**config.mk**
```make
export PLATFORM = sky130hd
export DESIGN_NAME = stream_frame_aligner
export DESIGN_NICKNAME = d
export VERILOG_FILES = /design/src/rtl/stream_frame_aligner.sv
export SDC_FILE = /design/constraint.sdc
export NUM_CORES = 1
export LEC_CHECK = 0
export BUFFER_PORTS_ARGS = -buffer_cell sky130_fd_sc_hd__buf_2
export CORE_AREA = 5 5 142 144
export DETAILED_ROUTE_END_ITERATION = 6
export DIE_AREA = 0 0 147 149
export PLACE_DENSITY = 0.79
export SLEW_MARGIN = 30
export SYNTH_ARGS = -nofsm -noshare
export SYNTH_HDL_FRONTEND = slang
export SYNTH_SLANG_ARGS = --single-unit
```
**constraint.sdc**
```tcl
create_clock -name clk -period 3.6 [get_ports clk]
set_clock_uncertainty 0.2 [all_clocks]
set_input_delay 0.18 -clock clk [delete_from_list [all_inputs] [get_ports clk]]
set_output_delay 0.18 -clock clk [all_outputs]
set_load 0.05 [all_outputs]
```
**src/rtl/stream_frame_aligner.sv**
```systemverilog
// Frame aligner: discards pixels until a start-of-frame, enforces a fixed frame
// length, regenerates eop, flags short/long frames, and buffers output in a show-ahead FIFO.
module stream_frame_aligner #(
    parameter int DEPTH        = 16,
    parameter int FRAME_PIXELS = 307200,
    parameter int CNT_W        = 19
) (
    input  logic        clk,
    input  logic        reset,
    input  logic [11:0] data_in,
    input  logic        sop_in,
    input  logic        eop_in,
    input  logic        valid_in,
    output logic        ready_out,
    input  logic        ready_in,
    output logic [11:0] data_out,
    output logic        sop_out,
    output logic        eop_out,
    output logic        valid_out,
    output logic [15:0] frame_count,
    output logic        short_err,
    output logic        long_err
);

    localparam int AW = (DEPTH > 1) ? $clog2(DEPTH) : 1;
    localparam logic [CNT_W-1:0] LAST_PIX  = CNT_W'(FRAME_PIXELS - 1);
    localparam logic [AW:0]      DEPTH_OCC = (AW + 1)'(DEPTH);

    typedef enum logic {
        SEEK,
        PASS
    } state_t;

    state_t             state_reg, state_next;
    logic [CNT_W-1:0]   count_reg, count_next;
    logic               short_reg, short_next;
    logic               long_reg, long_next;
    logic               wr_en, wr_sop, wr_eop;

    logic [13:0]        mem [DEPTH];
    logic [AW-1:0]      wr_ptr_reg, rd_ptr_reg;
    logic [AW:0]        occ_reg;
    logic [15:0]        frame_count_reg;
    logic               full, empty, accept, push, pop;
    logic [13:0]        head;

    assign full      = (occ_reg == DEPTH_OCC);
    assign empty     = (occ_reg == '0);
    assign ready_out = !full && !reset;
    assign accept    = valid_in && ready_out;
    assign push      = wr_en;
    assign pop       = !empty && ready_in;

    assign head        = mem[rd_ptr_reg];
    assign data_out    = head[13:2];
    assign sop_out     = head[1];
    assign eop_out     = head[0];
    assign valid_out   = !empty;
    assign frame_count = frame_count_reg;
    assign short_err   = short_reg;
    assign long_err    = long_reg;

    // Framing decisions are made only on accepted beats; sop takes priority over eop.
    always_comb begin
        state_next = state_reg;
        count_next = count_reg;
        wr_en      = 1'b0;
        wr_sop     = 1'b0;
        wr_eop     = 1'b0;
        short_next = 1'b0;
        long_next  = 1'b0;
        if (accept) begin
            unique case (state_reg)
                SEEK: begin
                    if (sop_in) begin
                        wr_en  = 1'b1;
                        wr_sop = 1'b1;
                        if (FRAME_PIXELS == 1) begin
                            wr_eop = 1'b1;
                        end else begin
                            count_next = CNT_W'(1);
                            state_next = PASS;
                        end
                    end
                end
                PASS: begin
                    wr_en = 1'b1;
                    if (sop_in) begin
                        wr_sop     = 1'b1;
                        short_next = 1'b1;
                        count_next = CNT_W'(1);
                    end else if (count_reg == LAST_PIX) begin
                        wr_eop     = 1'b1;
                        long_next  = !eop_in;
                        count_next = '0;
                        state_next = SEEK;
                    end else if (eop_in) begin
                        wr_eop     = 1'b1;
                        short_next = 1'b1;
                        count_next = '0;
                        state_next = SEEK;
                    end else begin
                        count_next = count_reg + CNT_W'(1);
                    end
                end
                default: state_next = SEEK;
            endcase
        end
    end

    always_ff @(posedge clk) begin
        if (reset) begin
            state_reg <= SEEK;
            count_reg <= '0;
            short_reg <= 1'b0;
            long_reg  <= 1'b0;
        end else begin
            state_reg <= state_next;
            count_reg <= count_next;
            short_reg <= short_next;
            long_reg  <= long_next;
        end
    end

    // Storage carries no reset; validity is tracked by the occupancy counter.
    always_ff @(posedge clk) begin
        if (push) begin
            mem[wr_ptr_reg] <= {data_in, wr_sop, wr_eop};
        end
    end

    always_ff @(posedge clk) begin
        if (reset) begin
            wr_ptr_reg      <= '0;
            rd_ptr_reg      <= '0;
            occ_reg         <= '0;
            frame_count_reg <= '0;
        end else begin
            if (push) begin
                wr_ptr_reg <= wr_ptr_reg + AW'(1);
            end
            if (pop) begin
                rd_ptr_reg <= rd_ptr_reg + AW'(1);
                if (head[0]) begin
                    frame_count_reg <= frame_count_reg + 16'd1;
                end
            end
            case ({push, pop})
                2'b10:   occ_reg <= occ_reg + (AW + 1)'(1);
                2'b01:   occ_reg <= occ_reg - (AW + 1)'(1);
                default: occ_reg <= occ_reg;
            endcase
        end
    end

endmodule

```
; Word-level counts from Yosys, hierarchy flattened
; Memory sizes are Yosys's and may differ from the RTL's. A register that Yosys moved wholly into a read port is not among the register bits.
; Index checks and enable logic that the tools add are counted.
[classes]
n_addsub = 6
n_eq_ne = 5
n_mux = 25
bitwise = 3
n_reduce_logical = 13
[op_table]
columns = op, n
row1 = 2-to-1 mux 19 bit, 4
row2 = case mux 19 bit (2 select lines), 1
row3 = "adder 19 x 1 -> 19 bit, second input constant", 1
row4 = "equality test 19 bit, second input constant", 1
row5 = "adder 16 x 1 -> 16 bit, second input constant", 1
row6 = 2-to-1 mux 1 bit, 15
row7 = case mux 5 bit (2 select lines), 1
row8 = "adder 4 x 1 -> 4 bit, second input constant", 2
row9 = 2-to-1 mux 4 bit, 2
row10 = "adder 5 x 1 -> 5 bit, second input constant", 1
row11 = "equality test 5 bit, second input constant", 1
row12 = zero test 5 bit, 1
row13 = OR reduction 5 bit, 1
row14 = "subtractor 5 x 1 -> 5 bit, second input constant", 1
row15 = zero test 1 bit, 4
row16 = case mux 1 bit (2 select lines), 2
row17 = AND reduction 2 bit, 2
row18 = logical AND 1 bit, 3
row19 = inverter 1 bit, 3
row20 = OR reduction 3 bit, 1
row21 = "equality test 2 x 1 -> 1 bit, second input constant", 1
row22 = "equality test 2 bit, second input constant", 1
row23 = "inequality test 2 bit, second input constant", 1
row24 = nonzero test 2 bit, 1
[totals]
reg_bits = 51
ramBits = 224
inputBits = 18
word_cells = 61
n_memories = 1
[memory_table]
columns = name, words, width, rd, rd_clocked_by_memory_dff, wr, line
row1 = mem, 16, 14, 1, 1, 1, 40  ; logic [13:0] mem [DEPTH];

; Logic depth before layout (Yosys ltp)
; Gate-level depths: netlist of the first run.
[depth]
ltp_word = 7
mapped_depth = 16

; Worst setup path after synthesis of the first run
; OpenSTA, ideal clock, no wires.
[synth_path]
path_type = reg-to-reg
start = reg occ_reg[1]
end = reg occ_reg[2]
arrival_ps = 2789
required_time_ps = 3330
setup_slack_ps = 541
stages_incl_launch_ff = 15
n_path_buf = 3
synth_period_minus_slack_ps = 3059
cell_sequence = dfxtp_1 -> buf_2 -> nor4_4 -> a211oi_1 -> o21a_1 -> buf_2 -> inv_2 -> ha_1 -> clkbuf_1 -> xor2_1 -> ha_1 -> a21oi_1 -> xor2_1 -> or3_1 -> a21oi_1
[synth_via]
elab_chain_cells = 7
elab_cells_between_ends = 14
cone_classes = 2 x add/sub / 3 x eq/ne / 2 x mux / 7 x reduce/logical
[synth_rtl]
columns = item, line
row1 = "start, declared", 42  ; logic [AW:0] occ_reg;
row2 = "start signal, assigned", 149  ; 2'b10: occ_reg <= occ_reg + (AW + 1)'(1);
row3 = "start signal, assigned", 150  ; 2'b01: occ_reg <= occ_reg - (AW + 1)'(1);
row4 = "start signal, assigned", 151  ; default: occ_reg <= occ_reg;
row5 = equality test 5 bit, 47  ; assign full = (occ_reg == DEPTH_OCC);
row6 = zero test 1 bit, 49  ; assign ready_out = !full && !reset;
row7 = logical AND 1 bit, 49
row8 = logical AND 1 bit, 50  ; assign accept = valid_in && ready_out;
row9 = 2-to-1 mux 1 bit, 72  ; if (accept) begin
row10 = equality test 2 x 1 -> 1 bit or equality test 2 bit (tied branches), 148  ; case ({push, pop})
row11 = case mux 5 bit (2 select lines) or nonzero test 2 bit (tied branches), n/a
; Parallel ways exist; a longest one is shown, timed or not.
; A chain may end at the register's enable or synchronous reset.

==> results_dict.tcl, run 1 <==
set metrics [dict create \
    ctsLongestPathBuffers 3 \
    startpoint_type "flip-flop" \
    status "finished, final reports clean" \
    p_comb_frac 0.186 \
    clkTransAtPathRegs_ns 0.06 \
    drc 0 \
    wl_met1_um 9270 \
    netlist_instances 675 \
    die_w_um 147 \
    power_switching_w 0.00213 \
    top_layer "met4" \
    die_area_um2 21900 \
    wire_per_inst_um 22.3 \
    clock-root-buffer "clkbuf_16" \
    nets 812 \
    antenna_found_initial 0 \
    ys_ff_latch 279 \
    drive_gt1_frac 0.262 \
    clock_latency_ns 0.54 \
    post_cts.repair.setup_buffers 0 \
    die_height_um 149 \
    synth_common_cells "224 x edfxtp_1, 64 x mux4_2, 62 x nor2_1" \
    synth_seq_area_share 0.694 \
    sw_frac_of_total 0.264 \
    clock_sinks 279 \
    finish.utilization 0.707 \
    rsz0062_at_grt "false" \
    synth_cell_type_count 59 \
    overflow 0 \
    timing.setup.tns_ns 0 \
    synth_edf_count 224 \
    hold_violations 0 \
    pwr-share-seq 0.454 \
    syn-mean-instance-area_um2 16.7 \
    report.final.slew_viol_count 0 \
    netlist_area_um2 11300 \
    synth-main-ff-cell "edfxtp_1" \
    cts_buffers 29 \
    grt_pass1_wl_um 36700 \
    start_util 0.607 \
    largest_reg_flops 224 \
    power_leakage_nw 4.36 \
    ys_async_sr_fraction 0 \
    netlist.area_leader.share 0.596 \
    peakVddDrop_uv 651 \
    tritoncts "built" \
    fin_crit_ns 3.24 \
    synth_nets 703 \
    yosysMostFrequentCell "edfxtp_1" \
    gp_congestion 0.830 \
    cp-end-kind "output pin" \
    cellPowerDensity_nw_per_um2 615 \
    crit_type "flip-flop to output pin" \
    dp_hpwl_um 14200 \
    syn2layout_area_growth_pct 16.5 \
    pwr-share-clk 0.360 \
    synth_top_cells_by_area "edfxtp_1 60%, mux4_2 13%, dfxtp_1 9.8%" \
    drt_iter0_drc 441 \
    yosys.area.top_type "edfxtp_1" \
    path_max_fanout 27 \
    crit_arrival_ns 2.86 \
    fmax_mhz 309 \
    dpl_worst_slack_ns 0.378 \
    rows 50 \
    p_int_w 0.00594 \
    dr_wl_met3_um 1530 \
    grt_max_degree 41 \
    ys_warn_count 0 \
    setup_slack_ns 0.365 \
    antenna_cells 0 \
    setup_violations 0 \
    dr_wl_met2_um 11900 \
    num_vias 6325 \
    cts_resized 0 \
    period_share 0.899 \
    dr.pass1.iters 5 \
    grt_usage 0.217 \
    post_drt_via_cell_ratio 6.08 \
    cts_hold_buf 21 \
    antenna_left 0 \
    numPortBuffers 51 \
    min_path_type "flip-flop to flip-flop" \
    ioPinCount 52 \
    maxCapViolations 0 \
    tightest_slew_ns 0.847 \
    core_area_um2 18600 \
    drt_wl_total_um 23100 \
    htree_levels 1 \
    relSlewSlack 0.433 \
    first_global_vias 6553 \
    worst_ep_required_time_ns 3.22 \
]
-- stage by stage --
step / hold WS, ns / power, W / instances / instance area (um2)
floorplan: 0.0789 / 0.00492 / 675 / 11300
detailed placement: 0.259 / 0.00521 / 966 / 12000
finish: 0.265 / 0.00807 / 1040 / 13100
global placement: 0.240 / 0.00517 / 966 / 12000
CTS: 0.268 / 0.00813 / 1040 / 13100
global route: 0.316 / 0.00841 / 1040 / 13100
-- cell usage in the layout (no fill, tap or decap), drive strengths merged, types with 7 or more instances in the layout --
cell type / netlist / layout
edfxtp: 224 / 224
dfxtp: 55 / 55
buf: 16 / 88
nor3: 8 / 8
nor2: 62 / 62
inv: 9 / 11
nand3: 10 / 10
clkbuf: 15 / 37
clkinv: 0 / 10
mux4: 65 / 65
xor2: 8 / 8
o21ai: 26 / 26
nor2b: 7 / 7
nand4: 8 / 8
o31ai: 7 / 7
dlygate4sd3: 0 / 21
xnor2: 11 / 11
nand2: 40 / 40
mux2i: 9 / 9
a21oi: 21 / 21
ha: 10 / 10
-- critical path, cell delays in order (launching register included) --
cell and delay (ns):
dfxtp_2 0.83, buf_4 0.40, mux4_2 0.37, mux4_2 0.47, buf_2 0.22
-- logic make-up after synthesis --
logic type	count (synthesis)	share of synthesized area
XOR/XNOR	19	0.0148
AND/OR/NAND/NOR	168	0.0754
buffers and inverters	40	0.0167
flip-flops	279	0.694
adder cells (fa/ha/maj)	10	0.0111
AO/OA/AOI/OAI	81	0.0459
multiplexers	78	0.142
-- routing by layer --
metal / up-vias / global-route usage
met4: 0 / 0.0527
met3: 40 / 0.0365
li1: 2882 / -
met5: - / 0
met1: 3182 / 0.289
met2: 221 / 0.379
-- layout make-up --
type | instances | area (um2)
Multi-Input combinational cell | 356 | 3280
Inverter | 9 | 33.8
Tap cell | 234 | 293
Sequential cell | 279 | 7830
Timing Repair Buffer | 109 | 756
Clock buffer | 37 | 776
Clock inverter | 16 | 161
Fill cell | 1147 | 5450
-- worst paths after layout --
check / start / endpoint / slack, ns / cells after the start
worst max-delay path: flip-flop / data_out[1] / 0.36 / 4
worst min-delay path: count_reg[7] / count_reg[7] / 0.27 / 1
worst max register to register: occ_reg[0] / occ_reg[4] / 0.41 / 13
worst min register to register: count_reg[7] / count_reg[7] / 0.27 / 1
-- power by group through the flow --
stage | clock network [W] | registers [W] | logic, W
finish | 0.00291 | 0.00366 | 0.00150
global route | 0.00312 | 0.00368 | 0.00161
CTS | 0.00295 | 0.00367 | 0.00151
detailed placement | 0 | 0.00373 | 0.00148
global placement | 0 | 0.00373 | 0.00144
floorplan | 0 | 0.00366 | 0.00126
No activity file was read; power rests on OpenSTA's default activity.
==> inputs of run 2 (changes only) <==
--- a/config.mk
+++ b/config.mk
@@ -5,11 +5,12 @@
 export SDC_FILE = /design/constraint.sdc
 export NUM_CORES = 1
 export LEC_CHECK = 0
+export ABC_AREA = 1
 export BUFFER_PORTS_ARGS = -buffer_cell sky130_fd_sc_hd__buf_2
-export CORE_AREA = 5 5 142 144
+export CORE_AREA = 5 5 204 107
 export DETAILED_ROUTE_END_ITERATION = 6
-export DIE_AREA = 0 0 147 149
-export PLACE_DENSITY = 0.79
+export DIE_AREA = 0 0 209 112
+export PLACE_DENSITY = 0.78
 export SLEW_MARGIN = 30
 export SYNTH_ARGS = -nofsm -noshare
 export SYNTH_HDL_FRONTEND = slang
==> results_dict.tcl, run 2 <==
set metrics [dict create \
    cts_buffers 25 \
    ioPinCount 52 \
    synth_cell_type_count 35 \
    first_global_vias 8076 \
    crit_type "flip-flop to output pin" \
    cellPowerDensity_nw_per_um2 632 \
    wl_met1_um 13100 \
    wire_per_inst_um 20.1 \
    finish.utilization 0.673 \
    top_layer "met4" \
    maxCapViolations 0 \
    grt_usage 0.246 \
    startpoint_type "flip-flop" \
    layout_commonest_cell "edfxtp_1" \
    multi_input_area_um2 3570 \
    largest_reg_flops 224 \
    overflow 0 \
    dr_wl_met2_um 11800 \
    path_max_fanout 56 \
    fin_crit_ns 3.27 \
    clock_sinks 279 \
    dr.pass1.iters 5 \
    netlist_area_um2 11900 \
    rsz0062_at_grt "false" \
    drive_gt1_frac 0.151 \
    tightest_slew_ns 0.918 \
    yosysMostFrequentCell "edfxtp_1" \
    cp-end-kind "output pin" \
    synth_common_cells "224 x edfxtp_1, 169 x nor2_1, 133 x nand2_1" \
    ys_ff_latch 279 \
    min_path_type "flip-flop to flip-flop" \
    slowest_delay_ns 0.53 \
    fmax_mhz 306 \
    place_inst 1369 \
    syn-mean-instance-area_um2 11.1 \
    timing.setup.tns_ns 0 \
    stdcell_count 1434 \
    core_area_um2 20000 \
    yosys.area.top_type "edfxtp_1" \
    ctsLongestPathBuffers 3 \
    worst_ep_required_time_ns 3.22 \
    relSlewSlack 0.386 \
    sw_frac_of_total 0.345 \
    htree_levels 1 \
    period_share 0.907 \
    synth_edf_count 224 \
    hold_violations 0 \
    tritoncts "built" \
    clock_latency_ns 0.52 \
    pwr-share-seq 0.436 \
    peakVddDrop_uv 455 \
    p_comb_frac 0.260 \
    crit_arrival_ns 2.89 \
    netlist.area_leader.share 0.567 \
    nets 1171 \
    drc 0 \
    status "finished, final reports clean" \
    antenna_cells 0 \
    layout.area.seq_um2 7830 \
    start_util 0.594 \
    grt_max_degree 59 \
    clkTransAtPathRegs_ns 0.07 \
    report.final.slew_viol_count 0 \
    rows 37 \
    dr_wl_met3_um 3510 \
    cpMaxStageDelayCell "buf_4" \
    crit_chain "inv_1 > buf_4 > o21ai_0 > o221ai_1 > o211ai_1 > nand2_1 > buf_2" \
    pwr-share-clk 0.304 \
    synth_nets 1095 \
    post_drt_via_cell_ratio 5.92 \
    clock-root-buffer "clkbuf_16" \
    antenna_found_initial 0 \
    setup_violations 0 \
    power_leakage_nw 4.66 \
    dp_hpwl_um 17500 \
    grt_pass1_wl_um 45400 \
    syn2layout_area_growth_pct 13.3 \
    n_fill_cell 1495 \
    gp_congestion 0.849 \
    final_cell_mix "224 x edfxtp_1, 166 x nor2_1, 133 x nand2_1, 112 x o21ai_0, 56 x nand3_1" \
    numPortBuffers 51 \
    die_area_um2 23400 \
    antenna_left 0 \
    drt_wl_total_um 28800 \
    die_height_um 112 \
    drt_iter0_drc 1034 \
    synth_seq_area_share 0.659 \
    netlist_instances 1067 \
    synth_top_cells_by_area "edfxtp_1 57%, dfxtp_1 9.3%, nor2_1 5.3%" \
    p_int_w 0.00557 \
    synth-main-ff-cell "edfxtp_1" \
    num_vias 8489 \
    ys_warn_count 0 \
    cts_resized 0 \
    power_switching_w 0.00294 \
    die_w_um 209 \
    ys_async_sr_fraction 0 \
]
[run 2: changes by cell type in the layout (fill, tap and decap cells not counted), moves of 9 or more]
cell / before / now
nor2_1: 62 / 166
o21ai_0: 16 / 112
nand2_1: 40 / 133
mux4_2: 64 / 0
nand3_1: 10 / 56
inv_1: 8 / 47
o221ai_1: 0 / 37
a21oi_1: 21 / 36
o211ai_1: 0 / 15
o22ai_1: 1 / 15
nand2_2: 0 / 12
nand3_2: 0 / 12
a21oi_2: 0 / 10
mux2i_1: 9 / 0
[run 2: logic make-up after synthesis]
family,share of synthesized area
AO/OA/AOI/OAI,0.119
AND/OR/NAND/NOR,0.152
adder cells (fa/ha/maj),0.0105
XOR/XNOR,0.0184
buffers and inverters,0.0408
flip-flops,0.659
[run 2: path summary, 6_finish.rpt]
path                        end  slack, ns          start  cells past startpoint
setup reg to reg     occ_reg[4]       0.66     occ_reg[1]                     15
hold / removal    rd_ptr_reg[3]       0.28  rd_ptr_reg[3]                      2
hold reg to reg   rd_ptr_reg[3]       0.28  rd_ptr_reg[3]                      2
setup / recovery    data_out[2]       0.33      flip-flop                      7
[run 2: critical path, delay by kind of cell, from the launching register on]
kind | cells | cell delay (ns)
AO/OA/AOI/OAI | 3 | 0.63
buffers and inverters | 3 | 0.96
flip-flops | 1 | 0.50
AND/OR/NAND/NOR | 1 | 0.24
[run 2: per-layer routing]
layer | vias up | global-route usage
met4 | 0 | 0.0517
met5 | - | 0
met3 | 40 | 0.0693
met1 | 4052 | 0.384
met2 | 435 | 0.345
li1 | 3962 | -
[run 2: cell type report]
| type | count | share of cell area |
|---|---|---|
| flip-flops and latches | 279 | 0.582 |
| multi-input cells | 680 | 0.265 |
| repair buffers | 106 | 0.0552 |
| clock buffers | 28 | 0.0473 |
| well taps | 273 | 0.0254 |
| inverters | 51 | 0.0142 |
| clock inverters | 17 | 0.0106 |
[run 2: metrics by stage]
step	total power [W]	hold WS (ns)	setup WS, ns	cell area [um2]
global route	0.00889	0.312	0.209	13500
global placement	0.00590	0.191	0.857	12500
finish	0.00850	0.280	0.334	13500
CTS	0.00851	0.282	0.400	13500
detailed placement	0.00595	0.188	0.749	12500
floorplan	0.00540	0.0574	0.661	11900
[run 2: repair_timing]
item	in CTS	in global routing
hold buffers	20	0
buffers inserted	0	0
hold endpoints to repair	216	0
[run 2: power by group through the flow]
stage	Clock, W	Sequential, W	Combinational, W
after floorplan	0	0.00369	0.00171
after global placement	0	0.00377	0.00212
after detailed placement	0	0.00378	0.00217
after CTS	0.00260	0.00371	0.00220
after global routing	0.00275	0.00373	0.00241
final	0.00258	0.00371	0.00221
